File: config.mk
export PLATFORM = sky130hd
export DESIGN_NAME = ctrl_sequencer
export DESIGN_NICKNAME = d
export VERILOG_FILES = /design/src/rtl/ctrl_pkg.sv /design/src/rtl/ctrl_decode.sv /design/src/rtl/ctrl_sequencer.sv
export SDC_FILE = /design/constraint.sdc
export NUM_CORES = 1
export LEC_CHECK = 0
export ABC_AREA = 1
export CAP_MARGIN = 30
export CORE_ASPECT_RATIO = 1.25
export CORE_MARGIN = 2
export CORE_UTILIZATION = 34
export DETAILED_ROUTE_END_ITERATION = 8
export PLACE_DENSITY = 0.78
export SYNTH_ARGS = -nofsm -noshare
export SYNTH_HDL_FRONTEND = slang
export SYNTH_SLANG_ARGS = --single-unit
File: constraint.sdc
create_clock -name clk -period 1.58 [get_ports clk]
set_input_delay 0.237 -clock clk [delete_from_list [all_inputs] [get_ports clk]]
set_output_delay 0.237 -clock clk [all_outputs]
set_load 0.05 [all_outputs]
File: src/rtl/ctrl_pkg.sv
// Shared opcode, ALU-select and state definitions for the hardwired control sequencer.
package ctrl_pkg;

  localparam logic [4:0] OpAdd  = 5'b00000;
  localparam logic [4:0] OpSub  = 5'b00001;
  localparam logic [4:0] OpAnd  = 5'b00010;
  localparam logic [4:0] OpOr   = 5'b00011;
  localparam logic [4:0] OpLdi  = 5'b00100;
  localparam logic [4:0] OpAddi = 5'b00101;
  localparam logic [4:0] OpBr   = 5'b00110;
  localparam logic [4:0] OpJr   = 5'b00111;
  localparam logic [4:0] OpJal  = 5'b01000;
  localparam logic [4:0] OpIn   = 5'b01001;
  localparam logic [4:0] OpOut  = 5'b01010;
  localparam logic [4:0] OpNop  = 5'b01011;
  localparam logic [4:0] OpHalt = 5'b01100;

  typedef enum logic [3:0] {
    AluAdd = 4'd0,
    AluSub = 4'd1,
    AluAnd = 4'd2,
    AluOr  = 4'd3
  } alu_op_e;

  typedef enum logic [3:0] {
    StInit, StT0, StT1, StT2, StT3, StT4, StT5, StT6, StHalt
  } state_e;

  typedef struct packed {
    logic    pc_out;
    logic    zlo_out;
    logic    mdr_out;
    logic    mar_enable;
    logic    z_enable;
    logic    pc_enable;
    logic    mdr_enable;
    logic    read;
    logic    ir_enable;
    logic    y_enable;
    logic    pc_increment;
    logic    c_sign_extended_out;
    logic    con_enable;
    logic    r_in;
    logic    r_out;
    logic    gra;
    logic    grb;
    logic    grc;
    logic    ba_out;
    logic    inport_out;
    logic    outport_enable;
    logic    pc_init_enable;
    alu_op_e alu_op;
  } ctrl_word_t;

  function automatic state_e next_step(state_e s);
    state_e n;
    case (s)
      StT0:    n = StT1;
      StT1:    n = StT2;
      StT2:    n = StT3;
      StT3:    n = StT4;
      StT4:    n = StT5;
      StT5:    n = StT6;
      default: n = StT0;
    endcase
    return n;
  endfunction

  function automatic logic [2:0] step_of(state_e s);
    logic [2:0] t;
    case (s)
      StT1:    t = 3'd1;
      StT2:    t = 3'd2;
      StT3:    t = 3'd3;
      StT4:    t = 3'd4;
      StT5:    t = 3'd5;
      StT6:    t = 3'd6;
      default: t = 3'd0;
    endcase
    return t;
  endfunction

endpackage

File: src/rtl/ctrl_decode.sv
// Combinational control-word decode: (state, opcode, con_ff) -> control word, last-step flag
// and an undefined-opcode flag that is meaningful in T2.
module ctrl_decode import ctrl_pkg::*; #(
  parameter int unsigned OP_W = 5
) (
  input  state_e          state,
  input  logic [OP_W-1:0] op,
  input  logic            con_ff,
  output ctrl_word_t      cw,
  output logic            last,
  output logic            undef
);

  always_comb begin
    cw        = '0;
    cw.alu_op = AluAdd;
    last      = 1'b0;
    undef     = 1'b0;
    unique case (state)
      StInit: cw.pc_init_enable = 1'b1;
      StT0: begin
        cw.pc_out = 1'b1; cw.mar_enable = 1'b1; cw.pc_increment = 1'b1; cw.z_enable = 1'b1;
      end
      StT1: begin
        cw.read = 1'b1; cw.mdr_enable = 1'b1; cw.zlo_out = 1'b1; cw.pc_enable = 1'b1;
      end
      StT2: begin
        cw.mdr_out   = 1'b1;
        cw.ir_enable = 1'b1;
        case (op)
          OP_W'(OpAdd), OP_W'(OpSub), OP_W'(OpAnd), OP_W'(OpOr), OP_W'(OpLdi), OP_W'(OpAddi),
          OP_W'(OpBr), OP_W'(OpJr), OP_W'(OpJal), OP_W'(OpIn), OP_W'(OpOut): last = 1'b0;
          OP_W'(OpNop), OP_W'(OpHalt): last = 1'b1;
          default: begin
            last  = 1'b1;
            undef = 1'b1;
          end
        endcase
      end
      StT3, StT4, StT5, StT6: begin
        // Any (state, opcode) pair not listed below ends the instruction.
        last = 1'b1;
        case (op)
          OP_W'(OpAdd), OP_W'(OpSub), OP_W'(OpAnd), OP_W'(OpOr): begin
            last = (state == StT5);
            case (state)
              StT3: begin cw.grb = 1'b1; cw.r_out = 1'b1; cw.y_enable = 1'b1; end
              StT4: begin
                cw.grc = 1'b1; cw.r_out = 1'b1; cw.z_enable = 1'b1;
                // Opcode low bits coincide with the ALU select for the register ops.
                cw.alu_op = alu_op_e'({2'b00, op[1:0]});
              end
              StT5: begin cw.zlo_out = 1'b1; cw.gra = 1'b1; cw.r_in = 1'b1; end
              default: ;
            endcase
          end
          OP_W'(OpLdi), OP_W'(OpAddi): begin
            last = (state == StT5);
            case (state)
              StT3: begin
                cw.grb = 1'b1; cw.y_enable = 1'b1;
                if (op == OP_W'(OpLdi)) cw.ba_out = 1'b1;
                else                    cw.r_out  = 1'b1;
              end
              StT4: begin cw.c_sign_extended_out = 1'b1; cw.z_enable = 1'b1; end
              StT5: begin cw.zlo_out = 1'b1; cw.gra = 1'b1; cw.r_in = 1'b1; end
              default: ;
            endcase
          end
          OP_W'(OpBr): begin
            last = (state == StT6);
            case (state)
              StT3: begin cw.gra = 1'b1; cw.r_out = 1'b1; cw.con_enable = 1'b1; end
              StT4: begin cw.pc_out = 1'b1; cw.y_enable = 1'b1; end
              StT5: begin cw.c_sign_extended_out = 1'b1; cw.z_enable = 1'b1; end
              StT6: begin cw.zlo_out = 1'b1; cw.pc_enable = con_ff; end
              default: ;
            endcase
          end
          OP_W'(OpJr): begin
            if (state == StT3) begin cw.gra = 1'b1; cw.r_out = 1'b1; cw.pc_enable = 1'b1; end
          end
          OP_W'(OpJal): begin
            last = (state == StT4);
            case (state)
              StT3: begin cw.pc_out = 1'b1; cw.grb = 1'b1; cw.r_in = 1'b1; end
              StT4: begin cw.gra = 1'b1; cw.r_out = 1'b1; cw.pc_enable = 1'b1; end
              default: ;
            endcase
          end
          OP_W'(OpIn): begin
            if (state == StT3) begin cw.inport_out = 1'b1; cw.gra = 1'b1; cw.r_in = 1'b1; end
          end
          OP_W'(OpOut): begin
            if (state == StT3) begin cw.gra = 1'b1; cw.r_out = 1'b1; cw.outport_enable = 1'b1; end
          end
          default: ;
        endcase
      end
      default: ;
    endcase
  end

endmodule

File: src/rtl/ctrl_sequencer.sv
// Hardwired T-step control sequencer: INIT, fetch (T0-T2), opcode-dependent execute (T3-T6),
// HALT. Each step is held for STEP_CYCLES clocks.
module ctrl_sequencer import ctrl_pkg::*; #(
  parameter logic [31:0] PC_RESET    = 32'h0000_0000,
  parameter int unsigned STEP_CYCLES = 1,
  parameter int unsigned OP_W        = 5
) (
  input  logic        clk,
  input  logic        clr,
  input  logic [31:0] ir,
  input  logic        con_ff,
  input  logic        stop,
  output logic        pc_out,
  output logic        zlo_out,
  output logic        mdr_out,
  output logic        mar_enable,
  output logic        z_enable,
  output logic        pc_enable,
  output logic        mdr_enable,
  output logic        read,
  output logic        ir_enable,
  output logic        y_enable,
  output logic        pc_increment,
  output logic        c_sign_extended_out,
  output logic        con_enable,
  output logic        r_in,
  output logic        r_out,
  output logic        gra,
  output logic        grb,
  output logic        grc,
  output logic        ba_out,
  output logic        inport_out,
  output logic        outport_enable,
  output logic        pc_init_enable,
  output logic [31:0] pc_init,
  output logic [3:0]  alu_op,
  output logic [2:0]  step,
  output logic        halted,
  output logic        illegal
);

  localparam logic [1:0] CntReload = 2'(STEP_CYCLES - 1);

  state_e          state_q, state_d;
  logic [1:0]      cnt_q, cnt_d;
  logic [OP_W-1:0] op_q, op_d, ir_op, dec_op;
  logic            illegal_q, illegal_d;
  logic            step_done;
  ctrl_word_t      dec_cw, cw;
  logic            dec_last, dec_undef;
  logic            unused_ir;

  assign ir_op     = ir[31:32-OP_W];
  assign unused_ir = ^ir[31-OP_W:0];
  // T2's control word is opcode-independent; only its exit decision looks at the incoming opcode.
  assign dec_op    = (state_q == StT2) ? ir_op : op_q;

  ctrl_decode #(
    .OP_W(OP_W)
  ) u_decode (
    .state (state_q),
    .op    (dec_op),
    .con_ff(con_ff),
    .cw    (dec_cw),
    .last  (dec_last),
    .undef (dec_undef)
  );

  always_comb begin
    state_d   = state_q;
    cnt_d     = cnt_q;
    op_d      = op_q;
    illegal_d = 1'b0;
    step_done = (cnt_q == 2'd0);
    if (state_q != StHalt) begin
      if (step_done) begin
        cnt_d = CntReload;
        if (state_q == StT2) begin
          op_d      = ir_op;
          illegal_d = dec_undef;
        end
        if (dec_last) state_d = (stop || op_d == OP_W'(OpHalt)) ? StHalt : StT0;
        else          state_d = next_step(state_q);
      end else begin
        cnt_d = cnt_q - 2'd1;
      end
    end
  end

  always_ff @(posedge clk) begin
    if (clr) begin
      state_q   <= StInit;
      cnt_q     <= CntReload;
      op_q      <= OP_W'(OpNop);
      illegal_q <= 1'b0;
    end else begin
      state_q   <= state_d;
      cnt_q     <= cnt_d;
      op_q      <= op_d;
      illegal_q <= illegal_d;
    end
  end

  always_comb begin
    cw = dec_cw;
    if (clr) begin
      cw        = '0;
      cw.alu_op = AluAdd;
    end
  end

  assign pc_out              = cw.pc_out;
  assign zlo_out             = cw.zlo_out;
  assign mdr_out             = cw.mdr_out;
  assign mar_enable          = cw.mar_enable;
  assign z_enable            = cw.z_enable;
  assign pc_enable           = cw.pc_enable;
  assign mdr_enable          = cw.mdr_enable;
  assign read                = cw.read;
  assign ir_enable           = cw.ir_enable;
  assign y_enable            = cw.y_enable;
  assign pc_increment        = cw.pc_increment;
  assign c_sign_extended_out = cw.c_sign_extended_out;
  assign con_enable          = cw.con_enable;
  assign r_in                = cw.r_in;
  assign r_out               = cw.r_out;
  assign gra                 = cw.gra;
  assign grb                 = cw.grb;
  assign grc                 = cw.grc;
  assign ba_out              = cw.ba_out;
  assign inport_out          = cw.inport_out;
  assign outport_enable      = cw.outport_enable;
  assign pc_init_enable      = cw.pc_init_enable;
  assign alu_op              = cw.alu_op;
  assign pc_init             = PC_RESET;
  assign step                = clr ? 3'd0 : step_of(state_q);
  assign halted              = !clr && (state_q == StHalt);
  assign illegal             = !clr && illegal_q;

endmodule

==> summary.md <==
The run finished, with violations left. The checks that failed: setup timing. In the synthesized netlist, the number of instances is 240. The tools report the number of distinct library cell variants in the gate-level netlist after synthesis as 33.

The share of the clock period used by the worst path after layout works out to 1.476. TritonCTS built the clock tree. Setup violations remaining at the end of the flow were counted as 35. Along the worst path, the maximum fanout reaches 8. The run gives 0 as the synthesis warning total. Total core area: 0.004425 sq mm.

The worst setup path is captured at an output pin. The tools report the count of inserted antenna diode cells as 0. Sorting the synthesized cells by area gives the leading types as buf_4 (18%), dfxtp_1 (15%), nand2_1 (8.3%). The run gives 0 as the number of hold violations in the final report. Clock latency on the worst-skew pair, taken at its later pin, is 250 ps. Timing would allow up to 428.7 MHz. The tools report the count of TritonRoute iterations in the first routing pass as 4.

The fraction of synthesized area in multiplexers was 0. The path with the worst hold slack has its endpoint at op_q[1]$_SDFFE_PP1P_. In the final layout, flip-flops and latches occupy 250.2 sq um.

The run gives 0 as the number of violations of the max-capacitance limit. After synthesis, the largest family of logic cells by area is simple AND/OR/NAND/NOR gates. The logs give 156 for the number of violations reported at the end of detailed-routing iteration 0 and 0.001508 sq mm for the multi-input combinational cell area.

The required time at the worst-slack endpoint is 1340 ps. The largest total area in the synthesized netlist belongs to buf_4. 99 I/O pins were placed. For the global router's overall resource usage, the log shows 0.2155. The count of filler cells inserted in the layout was 265. Setup repair after global routing could not meet its margin everywhere.

For the remaining global-route overflow, the log shows 0. The cell chosen for the clock root was clkbuf_8. The worst hold path begins at op_q[1]$_SDFFE_PP1P_. The power consumption is 0.005046 W. The floorplan step set the die width to 64.91 um. IR analysis of the VDD net gives a maximum drop of 0.7282 mV.

Entering global routing, the biggest net connects 11 pins. The logic gate share of total power is 0.839. For the final core utilization, the log shows 0.7540. After detailed routing, the number of remaining DRC violations is 0. The estimated wirelength of the detail-placed design was 4.085 mm. The startpoint type of the worst setup path is a register.

The post-detailed-route via-to-cell ratio is 4.877, and the number of cells traversed by the worst register-to-register path is 13. The worst hold margin is 495.6 ps, and the synthesized area per cell is 6.569 sq um. The compound-cell area share of the yosys netlist was 0.1262; the worst clock skew was 1.614 ps.

Prior to clock tree synthesis, the placed netlist has a worst setup slack of -570.9 ps. Leaving out fill and tap cells, the most frequent cell in the layout is buf_4. The post-synthesis share of cell area spent on full adders, half adders and majority gates is 0. Number of levels in the clock H-tree: 1. Clock period minus final worst setup slack: 2333 ps. The worst setup path is of the reg -> out kind.

Internal power comes to 0.002435 W. The analysis attributes to net switching a power of 0.002612 W. Summed over all cells, the static leakage comes to 1.465 nW. Switching power share of the total: 0.5175. In this run the register-to-register setup slack is -520 ps. The tightest min-delay check is of the reg -> reg type. For the sequential share of power, the log shows 0.093. The register area share after synthesis was 0.1524; the count of input and output buffers was 37. After detailed routing, the average wire length per cell comes to 15.84 um. The number of antenna violations at the first check in global routing came out at 0. In the layout the commonest cells are buf_4 (55), conb_1 (34), buf_12 (30).

The count of pins over their slew limit was 0. The cell depth of the worst hold path is 2, and the count of nets left with antenna violations after detail routing is 0. Total number of vias: 1985. The number of global-route vias before repair is 1854. The tools report the endpoint of the worst register-to-register path as state_q[0]$_SDFFE_PP0P_.

The global-route wire length before repair was 8.611 mm; the area fraction in and, or, nand and nor cells after synthesis was 0.4429. The power per cell area was 1512 mW/mm^2; the final critical-path setup slack was -752.5 ps. The layout cell share with drive strength beyond 1 is 0.6476, and the total number of placement rows is 27. The routability congestion estimate is 0.9073. Critical register-to-register path startpoint: state_q[2]$_SDFFE_PP0P_.

The area growth from synthesis to layout is 111.7%. The run gives 0.3562 as the initial core utilization. The part of the total power dissipated in the clock network was 0.068; the xor and xnor area share after synthesis was 0. The die is 80.13 um tall. The worst path arrival time was 2100 ps.

Clock tree synthesis inserted a total of 3 buffers. After synthesis the netlist holds a flip-flop and latch count of 12. In this run the deepest clock path goes through 2 buffers. The clock drives 12 sinks. The share of the synthesized area in the top cell type was 0.1762; the combined area of all synthesized cells was 0.001577 sq mm.

The die covers 0.005201 sq mm. The overall routed net length was 6.447 mm; the clock slew seen by the registers of the worst setup and hold paths was 50 ps. The tools report the final-stage net count as 386.
## Yosys cell counts, drive strengths merged
cell,number
nand2,57
nor2,39
buf,38
inv,33
a21oi,17
nand3,16
dfxtp,12
o21ai,8
nand3b,5
a211oi,2
a31oi,2
nor3,2
a2111oi,1
a22oi,1
a41oi,1
clkbuf,1
clkinv,1
conb,1
nand4,1
nor4,1
o221ai,1
## state kept, by name (all words and copies together), names as in the netlist
signal / flops
state_q: 4
op_q: 5
illegal_q: 1
cnt_q: 2
## power groups by stage
stage / clock, W / combinational [W] / sequential [W]
final: 0.000342 / 0.00424 / 0.000469
after global routing: 0.000369 / 0.00444 / 0.000475
after CTS: 0.000343 / 0.00365 / 0.000457
after detailed placement: 0 / 0.00333 / 0.000458
after global placement: 0 / 0.00326 / 0.000452
after floorplan: 0 / 0.00198 / 0.000473
## worst max-delay path, stage by stage, from the launching register on
cell and delay [ps]:
dfxtp_4 360, nor2_8 230, nand2_8 120, nand2_1 150, nand2_4 100, nor2_4 170
nand2_4 100, nor2_4 120, nand2_2 80, a41oi_4 240, buf_12 170
## cell families (layout without fill, tap and decap cells)
logic type | count (synthesis) | count (layout)
AO/OA/AOI/OAI | 33 | 33
flip-flops | 12 | 12
other | 1 | 34
AND/OR/NAND/NOR | 121 | 121
buffers and inverters | 73 | 149
## routing by layer
metal / share of wire / vias up / routed length, um / GRT usage
met2: 0.58 / 113 / 3724 / 0.4268
met3: 0.051 / 26 / 332 / 0.02941
met5: 0 / - / 0 / 0
met4: 0.041 / 0 / 265 / 0.1000
met1: 0.33 / 931 / 2125 / 0.2165
li1: - / 915 / - / -
## stage by stage
stage,TNS (ps),instance area (sq um),instances
2_1_floorplan,-7636,1914,273
3_3_place_gp,-11210,2788,388
3_5_place_dp,-12830,2788,388
4_1_cts,-13230,3023,395
5_1_grt,-18690,3337,407
6_report,-15880,3337,407
## worst max path at each step
stage | startpoint | to | cells after the start
global placement | ir[29] | r_out | 13
detailed placement | ir[30] | y_enable | 10
floorplan | state_q[1]$_SDFFE_PP0P_ | z_enable | 12
CTS | state_q[3]$_SDFFE_PP0P_ | z_enable | 11
global route | state_q[1]$_SDFFE_PP0P_ | pc_enable | 12
finish | state_q[2]$_SDFFE_PP0P_ | pc_enable | 10
## final cells by class
cell class | count | share of cell area
clock buffers | 4 | 0.01650
multi-input cells | 188 | 0.4518
inverters | 34 | 0.04687
well taps | 58 | 0.02175
repair buffers | 111 | 0.3881
flip-flops and latches | 12 | 0.07499
## repair_timing
| action | CTS | global route |
|---|---|---|
| setup buffers | 3 | 14 |
| hold buffers | 0 | 0 |
| gates resized for setup | 47 | 58 |
| endpoints found under the setup margin | 39 | 39 |
| pin swaps | 8 | 25 |
Note: power is estimated with default switching activity, not from simulation.
